### src/rtl/parity_pkg.sv
// ----------------------------------------------------------------------------
// parity_pkg
// Shared types and helpers for the parity stream unit.
//   parity_mode_e : even / odd parity selection
//   parity_op_e   : generate / check operation
//   lane_parity() : parity bit of a (zero-extended) lane, optionally inverted
//                   for odd parity
// ----------------------------------------------------------------------------
package parity_pkg;

    typedef enum logic {PAR_EVEN, PAR_ODD} parity_mode_e;
    typedef enum logic {PAR_GEN,  PAR_CHK} parity_op_e;

    // Widest lane the helper accepts; narrower lanes are zero-extended,
    // which does not change the XOR reduction.
    localparam int LANE_MAX_W = 64;

    function automatic logic lane_parity(input logic [LANE_MAX_W-1:0] data,
                                         input logic                  odd);
        return (^data) ^ odd;
    endfunction

endpackage

### src/rtl/parity_stream_unit_if.sv
// ----------------------------------------------------------------------------
// parity_stream_unit_if
// Bundles the input and output valid/ready streams of the parity stream unit.
//   s_valid/s_ready/s_data/s_par        : input beat (data + received parity)
//   m_valid/m_ready/m_data/m_par/m_err  : output beat (data + parity + errors)
// Modports:
//   slave  : the parity unit itself (consumes s_*, produces m_*)
//   master : the environment around it (produces s_*, consumes m_*)
// ----------------------------------------------------------------------------
interface parity_stream_unit_if #(
    parameter int DATA_W = 16,
    parameter int LANE_W = 8
);
    localparam int NLANES = DATA_W / LANE_W;

    logic              s_valid;
    logic              s_ready;
    logic [DATA_W-1:0] s_data;
    logic [NLANES-1:0] s_par;

    logic              m_valid;
    logic              m_ready;
    logic [DATA_W-1:0] m_data;
    logic [NLANES-1:0] m_par;
    logic [NLANES-1:0] m_err;

    modport slave (
        input  s_valid, s_data, s_par, m_ready,
        output s_ready, m_valid, m_data, m_par, m_err
    );

    modport master (
        output s_valid, s_data, s_par, m_ready,
        input  s_ready, m_valid, m_data, m_par, m_err
    );
endinterface

### src/rtl/parity_lane_calc.sv
// ----------------------------------------------------------------------------
// parity_lane_calc
// Combinational parity for one lane.
//   lane_data : LANE_W data bits of this lane
//   mode      : PAR_EVEN / PAR_ODD
//   op        : PAR_GEN / PAR_CHK
//   rx_par    : received parity bit (only meaningful for PAR_CHK)
//   par       : computed parity bit
//   err       : computed parity differs from rx_par (always 0 for PAR_GEN)
// ----------------------------------------------------------------------------
module parity_lane_calc
    import parity_pkg::*;
#(
    parameter int LANE_W = 8
) (
    input  logic [LANE_W-1:0] lane_data,
    input  parity_mode_e      mode,
    input  parity_op_e        op,
    input  logic              rx_par,
    output logic              par,
    output logic              err
);

    if (LANE_W < 1 || LANE_W > LANE_MAX_W) begin : g_bad_lane_w
        $error("parity_lane_calc: LANE_W must be in 1..%0d", LANE_MAX_W);
    end

    assign par = lane_parity(LANE_MAX_W'(lane_data), mode == PAR_ODD);
    assign err = (op == PAR_CHK) && (par != rx_par);

endmodule

### src/rtl/parity_stream_unit.sv
// ----------------------------------------------------------------------------
// parity_stream_unit
// Streaming multi-lane parity generator / checker with one output register
// stage and sticky error status.
// Ports:
//   clk, rst_n  : clock (rising edge), asynchronous active-low reset
//   cfg_odd     : 0 even / 1 odd parity, sampled per accepted beat
//   cfg_check   : 0 generate / 1 check, sampled per accepted beat
//   err_clr     : synchronous clear of err_sticky (and err_cnt)
//   bus         : parity_stream_unit_if.slave (s_* input stream, m_* output)
//   err_sticky  : set by any accepted beat with a lane mismatch
//   err_cnt     : saturating count of accepted error beats
//                 (present only when PARITY_ERR_CNT_EN is defined)
// Optional feature macro: PARITY_ERR_CNT_EN
// ----------------------------------------------------------------------------
module parity_stream_unit
    import parity_pkg::*;
#(
    parameter int DATA_W = 16,
    parameter int LANE_W = 8,
    parameter int CNT_W  = 8
) (
    input  logic                 clk,
    input  logic                 rst_n,
    input  logic                 cfg_odd,
    input  logic                 cfg_check,
    input  logic                 err_clr,
    parity_stream_unit_if.slave  bus,
    output logic                 err_sticky
`ifdef PARITY_ERR_CNT_EN
    ,
    output logic [CNT_W-1:0]     err_cnt
`endif
);

    localparam int NLANES = DATA_W / LANE_W;

    if (LANE_W < 1 || (DATA_W % LANE_W) != 0) begin : g_bad_data_w
        $error("parity_stream_unit: DATA_W (%0d) must be a multiple of LANE_W (%0d)",
               DATA_W, LANE_W);
    end
    if (CNT_W < 1) begin : g_bad_cnt_w
        $error("parity_stream_unit: CNT_W must be at least 1");
    end

    // ------------------------------------------------------------------
    // Per-lane parity / mismatch of the beat currently on the input
    // ------------------------------------------------------------------
    parity_mode_e      mode;
    parity_op_e        op;
    logic [NLANES-1:0] par_next;
    logic [NLANES-1:0] err_next;

    assign mode = cfg_odd   ? PAR_ODD : PAR_EVEN;
    assign op   = cfg_check ? PAR_CHK : PAR_GEN;

    for (genvar gi = 0; gi < NLANES; gi++) begin : g_lane
        parity_lane_calc #(
            .LANE_W (LANE_W)
        ) u_lane (
            .lane_data (bus.s_data[gi*LANE_W +: LANE_W]),
            .mode      (mode),
            .op        (op),
            .rx_par    (bus.s_par[gi]),
            .par       (par_next[gi]),
            .err       (err_next[gi])
        );
    end

    // ------------------------------------------------------------------
    // Output stage and status registers
    // ------------------------------------------------------------------
    logic              m_valid_q,    m_valid_d;
    logic [DATA_W-1:0] m_data_q,     m_data_d;
    logic [NLANES-1:0] m_par_q,      m_par_d;
    logic [NLANES-1:0] m_err_q,      m_err_d;
    logic              err_sticky_q, err_sticky_d;
    logic              s_ready;
    logic              accept;
    logic              err_beat;

    // The output slot is free when empty or being drained this cycle.
    assign s_ready  = !m_valid_q || bus.m_ready;
    assign accept   = bus.s_valid && s_ready;
    assign err_beat = accept && (|err_next);

    always_comb begin
        m_valid_d    = m_valid_q;
        m_data_d     = m_data_q;
        m_par_d      = m_par_q;
        m_err_d      = m_err_q;
        err_sticky_d = err_sticky_q;

        if (accept) begin
            m_valid_d = 1'b1;
            m_data_d  = bus.s_data;
            m_par_d   = par_next;
            m_err_d   = err_next;
        end else if (bus.m_ready) begin
            m_valid_d = 1'b0;
        end

        // Clear first so that a same-cycle error beat wins.
        if (err_clr) begin
            err_sticky_d = 1'b0;
        end
        if (err_beat) begin
            err_sticky_d = 1'b1;
        end
    end

    always_ff @(posedge clk or negedge rst_n) begin
        if (!rst_n) begin
            m_valid_q    <= 1'b0;
            m_data_q     <= '0;
            m_par_q      <= '0;
            m_err_q      <= '0;
            err_sticky_q <= 1'b0;
        end else begin
            m_valid_q    <= m_valid_d;
            m_data_q     <= m_data_d;
            m_par_q      <= m_par_d;
            m_err_q      <= m_err_d;
            err_sticky_q <= err_sticky_d;
        end
    end

    assign bus.s_ready = s_ready;
    assign bus.m_valid = m_valid_q;
    assign bus.m_data  = m_data_q;
    assign bus.m_par   = m_par_q;
    assign bus.m_err   = m_err_q;
    assign err_sticky  = err_sticky_q;

`ifdef PARITY_ERR_CNT_EN
    // ------------------------------------------------------------------
    // Saturating error-beat counter
    // ------------------------------------------------------------------
    logic [CNT_W-1:0] err_cnt_q, err_cnt_d;

    always_comb begin
        err_cnt_d = err_cnt_q;
        if (err_clr) begin
            // A clear coinciding with an error beat leaves that beat counted.
            err_cnt_d = err_beat ? CNT_W'(1) : '0;
        end else if (err_beat && (err_cnt_q != {CNT_W{1'b1}})) begin
            err_cnt_d = err_cnt_q + CNT_W'(1);
        end
    end

    always_ff @(posedge clk or negedge rst_n) begin
        if (!rst_n) begin
            err_cnt_q <= '0;
        end else begin
            err_cnt_q <= err_cnt_d;
        end
    end

    assign err_cnt = err_cnt_q;
`endif

endmodule

### src/flat_wrapper.sv
// flat-port wrapper written by rule: the top's interface ports become plain ports
module parity_stream_unit_flat import parity_pkg::*;
#(
    parameter int DATA_W = 16,
    parameter int LANE_W = 8,
    parameter int CNT_W  = 8
)
  (clk, rst_n, cfg_odd, cfg_check, err_clr, err_sticky, bus_s_valid, bus_s_data, bus_s_par, bus_m_ready, bus_s_ready, bus_m_valid, bus_m_data, bus_m_par, bus_m_err);
  parity_stream_unit_if #(.DATA_W(DATA_W), .LANE_W(LANE_W)) bus_i ();
  input  logic clk;
  input  logic rst_n;
  input  logic cfg_odd;
  input  logic cfg_check;
  input  logic err_clr;
  output logic err_sticky;
  input wire logic [$bits(bus_i.s_valid)-1:0] bus_s_valid;
  input wire logic [$bits(bus_i.s_data)-1:0] bus_s_data;
  input wire logic [$bits(bus_i.s_par)-1:0] bus_s_par;
  input wire logic [$bits(bus_i.m_ready)-1:0] bus_m_ready;
  output wire logic [$bits(bus_i.s_ready)-1:0] bus_s_ready;
  output wire logic [$bits(bus_i.m_valid)-1:0] bus_m_valid;
  output wire logic [$bits(bus_i.m_data)-1:0] bus_m_data;
  output wire logic [$bits(bus_i.m_par)-1:0] bus_m_par;
  output wire logic [$bits(bus_i.m_err)-1:0] bus_m_err;
  assign bus_i.s_valid = bus_s_valid;
  assign bus_i.s_data = bus_s_data;
  assign bus_i.s_par = bus_s_par;
  assign bus_i.m_ready = bus_m_ready;
  assign bus_s_ready = bus_i.s_ready;
  assign bus_m_valid = bus_i.m_valid;
  assign bus_m_data = bus_i.m_data;
  assign bus_m_par = bus_i.m_par;
  assign bus_m_err = bus_i.m_err;
  parity_stream_unit #(.DATA_W(DATA_W), .LANE_W(LANE_W), .CNT_W(CNT_W)) u_core (.clk(clk), .rst_n(rst_n), .cfg_odd(cfg_odd), .cfg_check(cfg_check), .err_clr(err_clr), .bus(bus_i), .err_sticky(err_sticky));
endmodule
### config.mk
export PLATFORM = sky130hd
export DESIGN_NAME = parity_stream_unit_flat
export DESIGN_NICKNAME = d
export VERILOG_FILES = /design/src/rtl/parity_pkg.sv /design/src/rtl/parity_stream_unit_if.sv /design/src/rtl/parity_lane_calc.sv /design/src/rtl/parity_stream_unit.sv /design/src/flat_wrapper.sv
export SDC_FILE = /design/constraint.sdc
export NUM_CORES = 1
export LEC_CHECK = 0
export ABC_CLOCK_PERIOD_IN_PS = 1200
export BUFFER_PORTS_ARGS = -buffer_cell sky130_fd_sc_hd__buf_2
export CORE_MARGIN = 1
export CORE_UTILIZATION = 30
export CTS_CLUSTER_SIZE = 40
export DETAILED_ROUTE_END_ITERATION = 7
export GPL_TIMING_DRIVEN = 0
export PLACE_DENSITY = 0.56
export SLEW_MARGIN = 20
export SYNTH_ARGS = -nofsm -noshare
export SYNTH_HDL_FRONTEND = slang
export SYNTH_SLANG_ARGS = --single-unit
### constraint.sdc
create_clock -name clk -period 1.2 [get_ports clk]
set_input_delay 0.24 -clock clk [delete_from_list [all_inputs] [get_ports clk]]
set_output_delay 0.24 -clock clk [all_outputs]
set_load 0.05 [all_outputs]
# Yosys cells after proc, flatten, opt, wreduce, memory -nomap -nowiden
# Index checks and enable logic that the tools add are counted.
# op_classes
n_eq_ne	2
mux	6
bitwise	2
n_reduce_logical	11
# ops
operator	count
parity 64 bit	2
two-way mux 1 bit	6
logical AND 1 bit	4
nonzero test 2 bit	2
inequality test 1 bit	2
OR reduction 2 bit	1
bitwise XOR 1 bit	2
logical NOT 1 bit	1
logical OR 1 bit	1
# totals
ff_bits	22
in_bits	25

# Logic depth before layout (Yosys ltp)
# Gate-level depths: netlist of the first run.
# depth
depth_word	7
ltp_mapped	5

# Cells and area by module
# Synthesis of the first run repeated with hierarchy kept, for this count alone.
# unflattened
cells_unflattened	70
hier_area_um2	1177.4
# by_module_without_submodules
module	n_inst	cells_each	area_per_inst_um2	seq_area_each_um2
parity_stream_unit	1	50	914.6	550.5
parity_lane_calc	2	10	131.4	0.0

# Least setup slack after synthesis of the first run
# No wires, ideal clock.
# synth_path
kind	flip-flop to flip-flop
startpoint	register u_core.m_valid_q, in the netlist u_core.bus.m_valid
endpoint	register u_core.m_data_q[0], in the netlist u_core.bus.m_data[0]
setup_time_ns	0.125
arrival_time_ns	1.973
setup_slack_ns	-0.897
stages_incl_launch_ff	5
path_buffers	1
synth_period_minus_slack_ns	2.097
path_cell_list	dfrtp_1 > nand2b_1 > nand2_1 > clkbuf_1 > mux2_2
# synth_via
elab_chain_len	3
# synth_rtl
item	line	text
start, declared	parity_stream_unit.sv:73	logic m_valid_q, m_valid_d;
start signal, assigned	parity_stream_unit.sv:120	m_valid_q <= m_valid_d;
logical NOT 1 bit	parity_stream_unit.sv:83	assign s_ready = !m_valid_q || bus.m_ready;
logical OR 1 bit	parity_stream_unit.sv:83	
named net bus_s_ready	flat_wrapper.sv:20	output wire logic [$bits(bus_i.s_ready)-1:0] bus_s_ready;
logical AND 1 bit	parity_stream_unit.sv:84	assign accept = bus.s_valid && s_ready;
end signal, assigned	parity_stream_unit.sv:121	m_data_q <= m_data_d;
end, declared	parity_stream_unit.sv:74	logic [DATA_W-1:0] m_data_q, m_data_d;
# The timed path passes the listed nets, and every way through them passes these cells.
# A chain may end at the register's enable or synchronous reset.

# Worst setup path in the final report of the first run
# layout_path
startpoint	input bus_s_data[12]
endpoint	register u_core.err_sticky_q, in the netlist u_core.err_sticky
# layout_via
elab_chain_len	7
word_cells_on_any_way	8
# layout_rtl
item	line	text
start, declared	flat_wrapper.sv:17	input wire logic [$bits(bus_i.s_data)-1:0] bus_s_data;
parity 64 bit *	parity_pkg.sv:20	return (^data) ^ odd;
bitwise XOR 1 bit *	parity_pkg.sv:20	
inequality test 1 bit *	parity_lane_calc.sv:29	assign err = (op == PAR_CHK) && (par != rx_par);
logical AND 1 bit *	parity_lane_calc.sv:29	
OR reduction 2 bit *	parity_stream_unit.sv:85	assign err_beat = accept && (|err_next);
logical AND 1 bit *	parity_stream_unit.sv:85	
two-way mux 1 bit or nonzero test 2 bit (tied branches)	--	
end signal, assigned	parity_stream_unit.sv:124	err_sticky_q <= err_sticky_d;
end, declared	parity_stream_unit.sv:77	logic err_sticky_q, err_sticky_d;
# Mark *: on every way between the ends. The rest lies on a longest branch, timed or not.

==> key figures, run 1 <==
Outcome
  • Status: complete, but fails checks
  • Failing checks: negative setup slack

Job
  • Max cap viols: 0

Setup path
  • CP bufs+invs: 1
  • Worst path cell trace: buf_8, xnor2_2, xnor3_1, xnor2_2, xor2_1, o221ai_1
  • Worst EP arrival: 1.45 ns
  • Critical path's largest stage delay: 0.44 ns
  • Crit start category: primary input
  • Levels on crit path: 6
  • Crit end category: flop
  • Critical path type: primary input to flop
  • CP max stage cell: xnor3_1
  • Most used cell, CP: xnor2_2
  • Crit path max fanout: 2
  • Worst r2r path cells: 4
  • Cell family with most CP delay: XOR/XNOR gates
  • Crit path required time: 1.39 ns

Timing
  • Slew HR: 66.4%
  • Setup-failing EPs final: 3
  • Slew @ Worst Pin: 0.505 ns
  • RSZ-0062 raised after global routing: yes
  • Hold Fails Final Rpt: 0
  • Fin Clk Skew: 0.00471 ns
  • Final setup margin: -0.0618 ns
  • Sum Neg Setup Slack: -0.124 ns
  • Slew Limit Fails: 0
  • Max Freq: 792 MHz
  • Post-route minimum period: 1.26 ns
  • Fin crit share: 105%

Hold path
  • Hold path depth: 2
  • Hold Crit Class: primary input to flop

Global route
  • Tot GR Track Use: 12.6%
  • First-pass GRT wire length: 3.23 mm
  • Initial antenna violation count: 0
  • Largest net degree at the start of global routing: 23
  • Global route overflow: 0
  • Vias in the first global route: 735

Layout
  • Layout cells sized above 1: 63.4%
  • # diodes: 0
  • Layout Utilization: 49.8%
  • Layout Nets: 149
  • Synthesis-to-finish area growth: 55.0%
  • Filler instances: 305
  • Non-Filler Instances: 167

CTS
  • H-Tree Depth: 1
  • Clk sinks: 22
  • CTS tree: yes
  • Worst skew pair latency: 0.31 ns
  • CTS buffer count: 3
  • Post-CTS setup buffers: 0
  • Worst-path clk slew: 0.12 ns
  • CTS max path bufs: 2
  • CTS root buffer: clkbuf_4

Routing
  • Pre-Repair DR Iteration Count: 3
  • DR iter-0 viols: 11
  • Residual DRC count: 0
  • Final ANT Viol Nets: 0
  • WL/cell: 12.3 um
  • Drt total wl: 2.06 mm
  • Vias: 709
  • Routed vias/inst: 4.25

Yosys
  • Register bit total from synthesis: 22
  • Mapped Nets: 95
  • Synthesized instance count: 70
  • Unique masters post-synth: 13
  • Seq/Total Area, Yosys: 55.2%
  • Post-Synthesis Cell Area: 997 sq um
  • Warnings, synthesis: 0
  • Mean Syn Cell Area: 14.2 sq um

Floorplan
  • Row cnt: 20
  • IO Count: 48
  • Die Area: 3560 sq um
  • Die width: 59.7 um
  • Area of the core: 3100 sq um
  • Initial core utilization: 32.1%
  • Die Y: 59.7 um

Placed design
  • Pre-CTS setup slack: -0.478 ns
  • Hpwl dp: 1.51 mm
  • # port buffers: 47
  • Placed cell count: 161
  • GPL Wtd Cong: 0.669

Power
  • P_leak: 0.772 nW
  • Worst IR Drop VDD: 0.809 mV
  • Power per Cell Area: 1700 nW/um^2
final timing paths:
kind                                                  from                                end  slack (ns)
setup / recovery                            bus_s_data[12]      u_core.err_sticky$_DFFE_PN0P_       -0.06
hold / removal                              bus_s_data[12]  u_core.bus.m_data[12]$_DFFE_PN0P_        0.16
setup reg to reg            u_core.bus.m_valid$_DFFE_PN0P_  u_core.bus.m_data[10]$_DFFE_PN0P_        0.01
hold reg to reg            u_core.bus.m_err[0]$_DFFE_PN0P_    u_core.bus.m_err[0]$_DFFE_PN0P_        0.51
max in group asynchronous                            rst_n     u_core.bus.m_valid$_DFFE_PN0P_        0.41
min in group asynchronous                            rst_n    u_core.bus.m_err[0]$_DFFE_PN0P_        0.43
worst register-to-register path, delay by kind of cell (launching register included):
kind,cells,cell delay (ns)
flops,1,0.44
mux,1,0.29
simple gates,2,0.20
buf+inv,1,0.17
flip-flops by register name, indices dropped and copies added, names as in the netlist:
register,count
u_core.err_sticky,1
u_core.bus.m_par,2
u_core.bus.m_valid,1
u_core.bus.m_err,2
u_core.bus.m_data,16
synth_stat cells:
cell      instances  area share [%]
xnor3_1           3             6.8
o221ai_1          1            0.88
buf_2             1            0.50
dfrtp_1          22              55
xor2_1            4             3.5
nand2_1           5             1.9
mux2_2           17              19
o21ai_0           2             1.0
nand2b_1          3             1.9
inv_1             1            0.38
clkbuf_1          1            0.38
nand3_1           1            0.50
xnor2_1           9             7.9
cell type report:
class                   instances  area (sq um)  area share [%]
well taps                      44          55.1            3.56
plain buffers                   2          30.0            1.94
inverters                       1          3.75           0.243
flip-flops and latches         22           552            35.7
multi-input cells              45           505            32.7
repair buffers                 49           363            23.5
clock buffers                   4          36.3            2.35
per-layer routing:
metal	track usage, %	part of all wire [%]	up-vias
li1	-	-	338
met1	15.4	45	335
met2	20.3	47	34
met3	5.19	7.5	2
met4	3.99	0.63	0
met5	0	0	-
through the flow:
step,hold slack [ns],power (mW),cell area [sq um]
floorplan,-0.0556,1.82,1060
global placement,0.232,2.07,1350
detailed placement,0.232,2.09,1350
CTS,0.145,2.57,1450
global route,0.131,2.76,1550
finish,0.156,2.62,1550
repair_timing:
item | CTS | global route
pin swaps | 3 | 4
resized for setup | 14 | 36
endpoints found under the hold margin | 22 | 0
cloned | 0 | 1
endpoints found under the setup margin | 9 | 35
hold buffers | 1 | 0
where the power goes:
part	switching (mW)	total [mW]	internal (mW)
logic	0.761	1.26	0.495
registers	0.0784	0.960	0.881
clock network	0.222	0.407	0.185
total	1.06	2.62	1.56
cell families (layout without fill, tap and decap cells):
group	after synthesis	after routing	share of synthesized area (%)
AO/OA/AOI/OAI	3	3	1.88
XOR/XNOR	16	16	18.2
buffers and inverters	3	56	1.25
flip-flops	22	22	55.2
multiplexers	17	17	19.2
AND/OR/NAND/NOR	9	9	4.27
placed cells by master, fill, tap and decap left out:
cell type,netlist,layout
buf_2,1,22
dfrtp_1,22,21
buf_4,0,15
mux2_2,17,10
mux2_4,0,7
clkbuf_4,0,7
xnor2_1,9,6
buf_8,0,4
nand2_1,5,4
buf_6,0,4
xnor2_2,0,3
xnor3_1,3,3
xor2_1,4,3
nand2b_1,3,2
nand2b_4,0,1
nand2_4,0,1
nand3_1,1,1
inv_1,1,1
xor2_2,0,1
o221ai_1,1,1
o21ai_1,0,1
o21ai_0,2,1
clkbuf_8,0,1
clkbuf_16,0,1
dlygate4sd3_1,0,1
dfrtp_2,0,1
Power figures use the tool's default switching activity.
==> run 2: changes to the inputs <==
--- a/config.mk
+++ b/config.mk
@@ -5,14 +5,13 @@
 export SDC_FILE = /design/constraint.sdc
 export NUM_CORES = 1
 export LEC_CHECK = 0
-export ABC_CLOCK_PERIOD_IN_PS = 1200
+export ABC_CLOCK_PERIOD_IN_PS = 1400
 export BUFFER_PORTS_ARGS = -buffer_cell sky130_fd_sc_hd__buf_2
 export CORE_MARGIN = 1
 export CORE_UTILIZATION = 30
 export CTS_CLUSTER_SIZE = 40
 export DETAILED_ROUTE_END_ITERATION = 7
-export GPL_TIMING_DRIVEN = 0
-export PLACE_DENSITY = 0.56
+export PLACE_DENSITY = 0.54
 export SLEW_MARGIN = 20
 export SYNTH_ARGS = -nofsm -noshare
 export SYNTH_HDL_FRONTEND = slang
==> constraint.sdc (replaced) <==
create_clock -name clk -period 1.4 [get_ports clk]
set_input_delay 0.28 -clock clk [delete_from_list [all_inputs] [get_ports clk]]
set_output_delay 0.28 -clock clk [all_outputs]
set_load 0.05 [all_outputs]
==> run 2 against run 1 <==
Net effect:
- the run now ends clean
- critical path depth decreased by 4
- worst hold slack improved by 0.053 ns
- non-clock buffer count down 2
- die area did not move
- global-route usage fell by 0.26 points
- sequential share of layout area is 3.8 points higher
- combinational power is 26% lower
- total power fell by 15%
- cell area fell by 9.6%
- core utilization fell by 4.8 points
- largest cell class unchanged
- highest routed layer is now met3
==> key figures, run 2 (synthesized netlist as in run 1, its figures left out) <==
Outcome
  • Status: finished, final reports clean

Power
  • Power per Cell Area: 1600 nW/um^2
  • Internal Power: 1.34 mW
  • Worst IR Drop VDD: 0.876 mV
  • P_leak: 0.711 nW
  • Part of the power in registers: 36.5%
  • Sw Share: 39.9%
  • Logic pwr share: 41.7%
  • Power share of the clock group: 21.8%
  • Sw power: 0.892 mW

Routing
  • Routed vias/inst: 4.29
  • Drt total wl: 2.01 mm
  • Residual DRC count: 0
  • Final ANT Viol Nets: 0
  • Pre-Repair DR Iteration Count: 2
  • DR iter-0 viols: 9
  • Vias: 708
  • WL/cell: 12.2 um

CTS
  • CTS tree: yes
  • CTS root buffer: clkbuf_4
  • Post-CTS setup buffers: 0
  • H-Tree Depth: 1
  • Worst-path clk slew: 0.14 ns
  • Clk sinks: 22
  • Worst skew pair latency: 0.31 ns
  • CTS max path bufs: 2
  • CTS buffer count: 3

Timing
  • RSZ-0062 raised after global routing: no
  • Post-route minimum period: 1.33 ns
  • Slew @ Worst Pin: 0.493 ns
  • Slew HR: 67.1%
  • Max Freq: 752 MHz
  • Fin crit share: 95.0%
  • Setup-failing EPs final: 0
  • Hold Fails Final Rpt: 0
  • Worst hold margin: 0.209 ns
  • Fin Clk Skew: 0.0155 ns
  • Slew Limit Fails: 0

Layout
  • # diodes: 0
  • Layout Nets: 147
  • Multi-input logic area: 479 sq um
  • Most frequent cells in the layout: buf_2 (46), dfrtp_1 (21), mux2_2 (11), xnor2_1 (8), mux2_4 (6)
  • Non-Filler Instances: 165
  • Filler instances: 314
  • Commonest non-fill, non-tap cell in the layout: buf_2
  • Synthesis-to-finish area growth: 40.2%
  • Layout cells sized above 1: 60.3%
  • Register area: 552 sq um
  • Max FFs per register: 16

Floorplan
  • Initial core utilization: 32.1%
  • Row cnt: 20
  • Die Y: 59.7 um
  • IO Count: 48
  • Die Area: 3560 sq um
  • Die width: 59.7 um
  • Area of the core: 3100 sq um

Setup path
  • R2r endpoint: u_core.bus.m_data[9]$_DFFE_PN0P_
  • Critical path origin: u_core.bus.m_valid$_DFFE_PN0P_
  • Crit end category: output port
  • Crit start category: flop
  • Crit path required time: 1.12 ns
  • Worst r2r path cells: 3
  • Reg-to-reg startpoint: u_core.bus.m_valid$_DFFE_PN0P_
  • Critical path type: flop to output port
  • Flop2flop setup slack: 0.16 ns
  • Crit path max fanout: 4
  • Worst EP arrival: 1.05 ns
  • Critical path endpoint: bus_s_ready

Placed design
  • Placed cell count: 160
  • GPL Wtd Cong: 0.668
  • Hpwl dp: 1.52 mm
  • # port buffers: 47

Global route
  • First-pass GRT wire length: 3.28 mm
  • Largest net degree at the start of global routing: 23
  • Global route overflow: 0
  • Initial antenna violation count: 0
  • Tot GR Track Use: 12.4%
  • Vias in the first global route: 743

Hold path
  • Hold Crit Class: primary input to flop

Job
  • Max cap viols: 0
[run 2: cell types whose count changed in the layout (fill, tap and decap cells not counted), moves of 4 or more]
| cell | delta |
|---|---|
| buf_2 | +24 |
| buf_4 | -13 |
| buf_6 | -4 |
| buf_8 | -4 |
| clkbuf_4 | -4 |
[run 2: worst min path at each step]
stage,startpoint,cells past startpoint,to,slack [ns]
global route,bus_s_data[10],2,u_core.bus.m_data[10]$_DFFE_PN0P_,0.18
CTS,bus_s_valid,2,u_core.bus.m_valid$_DFFE_PN0P_,0.20
detailed placement,rst_n,1,u_core.bus.m_err[0]$_DFFE_PN0P_,0.28
global placement,rst_n,1,u_core.bus.m_err[0]$_DFFE_PN0P_,0.28
finish,bus_s_valid,2,u_core.bus.m_valid$_DFFE_PN0P_,0.21
floorplan,rst_n,0,u_core.bus.m_data[0]$_DFFE_PN0P_,-0.02
[run 2: what timing repair did]
action / 4_1_cts / 5_1_grt
endpoints found under the setup margin: 1 / 1
hold endpoints to repair: 22 / 0
resized for setup: 1 / 1
hold buffers: 1 / 0
[run 2: layout make-up]
type	count	share of cell area [%]
tap	44	3.94
clock inverter	1	2.15
clock buffer	3	1.61
sequential	22	39.5
multi-input combinational	45	34.3
inverter	1	0.269
timing repair buffer	49	18.3
[run 2: metrics by stage]
stage | util (%) | TNS (ns) | setup WS [ns] | power (mW) | instance area (sq um)
2_1_floorplan | - | -0.228 | -0.0257 | 1.54 | 1050
3_3_place_gp | 42.7 | -0.646 | -0.230 | 1.75 | 1330
3_5_place_dp | 42.7 | -0.745 | -0.260 | 1.77 | 1330
4_1_cts | 44.8 | 0 | 0.0492 | 2.27 | 1390
5_1_grt | 45.0 | 0 | 0.0118 | 2.36 | 1400
6_report | 45.0 | 0 | 0.0704 | 2.24 | 1400
[run 2: layer usage]
metal	part of all wire [%]	vias to the layer above	track usage, %
li1	-	339	-
met1	47	332	16.1
met5	0	-	0
met4	0	0	0.997
met3	8.0	0	4.55
met2	45	37	20.5
[run 2: worst max-delay path, stage by stage (launching register included)]
cell	delay, ns
dfrtp_2	0.44
nand2b_4	0.09
buf_4	0.20
[run 2: power by group through the flow]
stage / combinational (mW) / clock, mW / sequential (mW)
floorplan: 0.284 / 0 / 1.26
finish: 0.933 / 0.487 / 0.815
CTS: 0.941 / 0.512 / 0.818
global placement: 0.931 / 0 / 0.823
detailed placement: 0.936 / 0 / 0.829
global route: 0.988 / 0.537 / 0.831
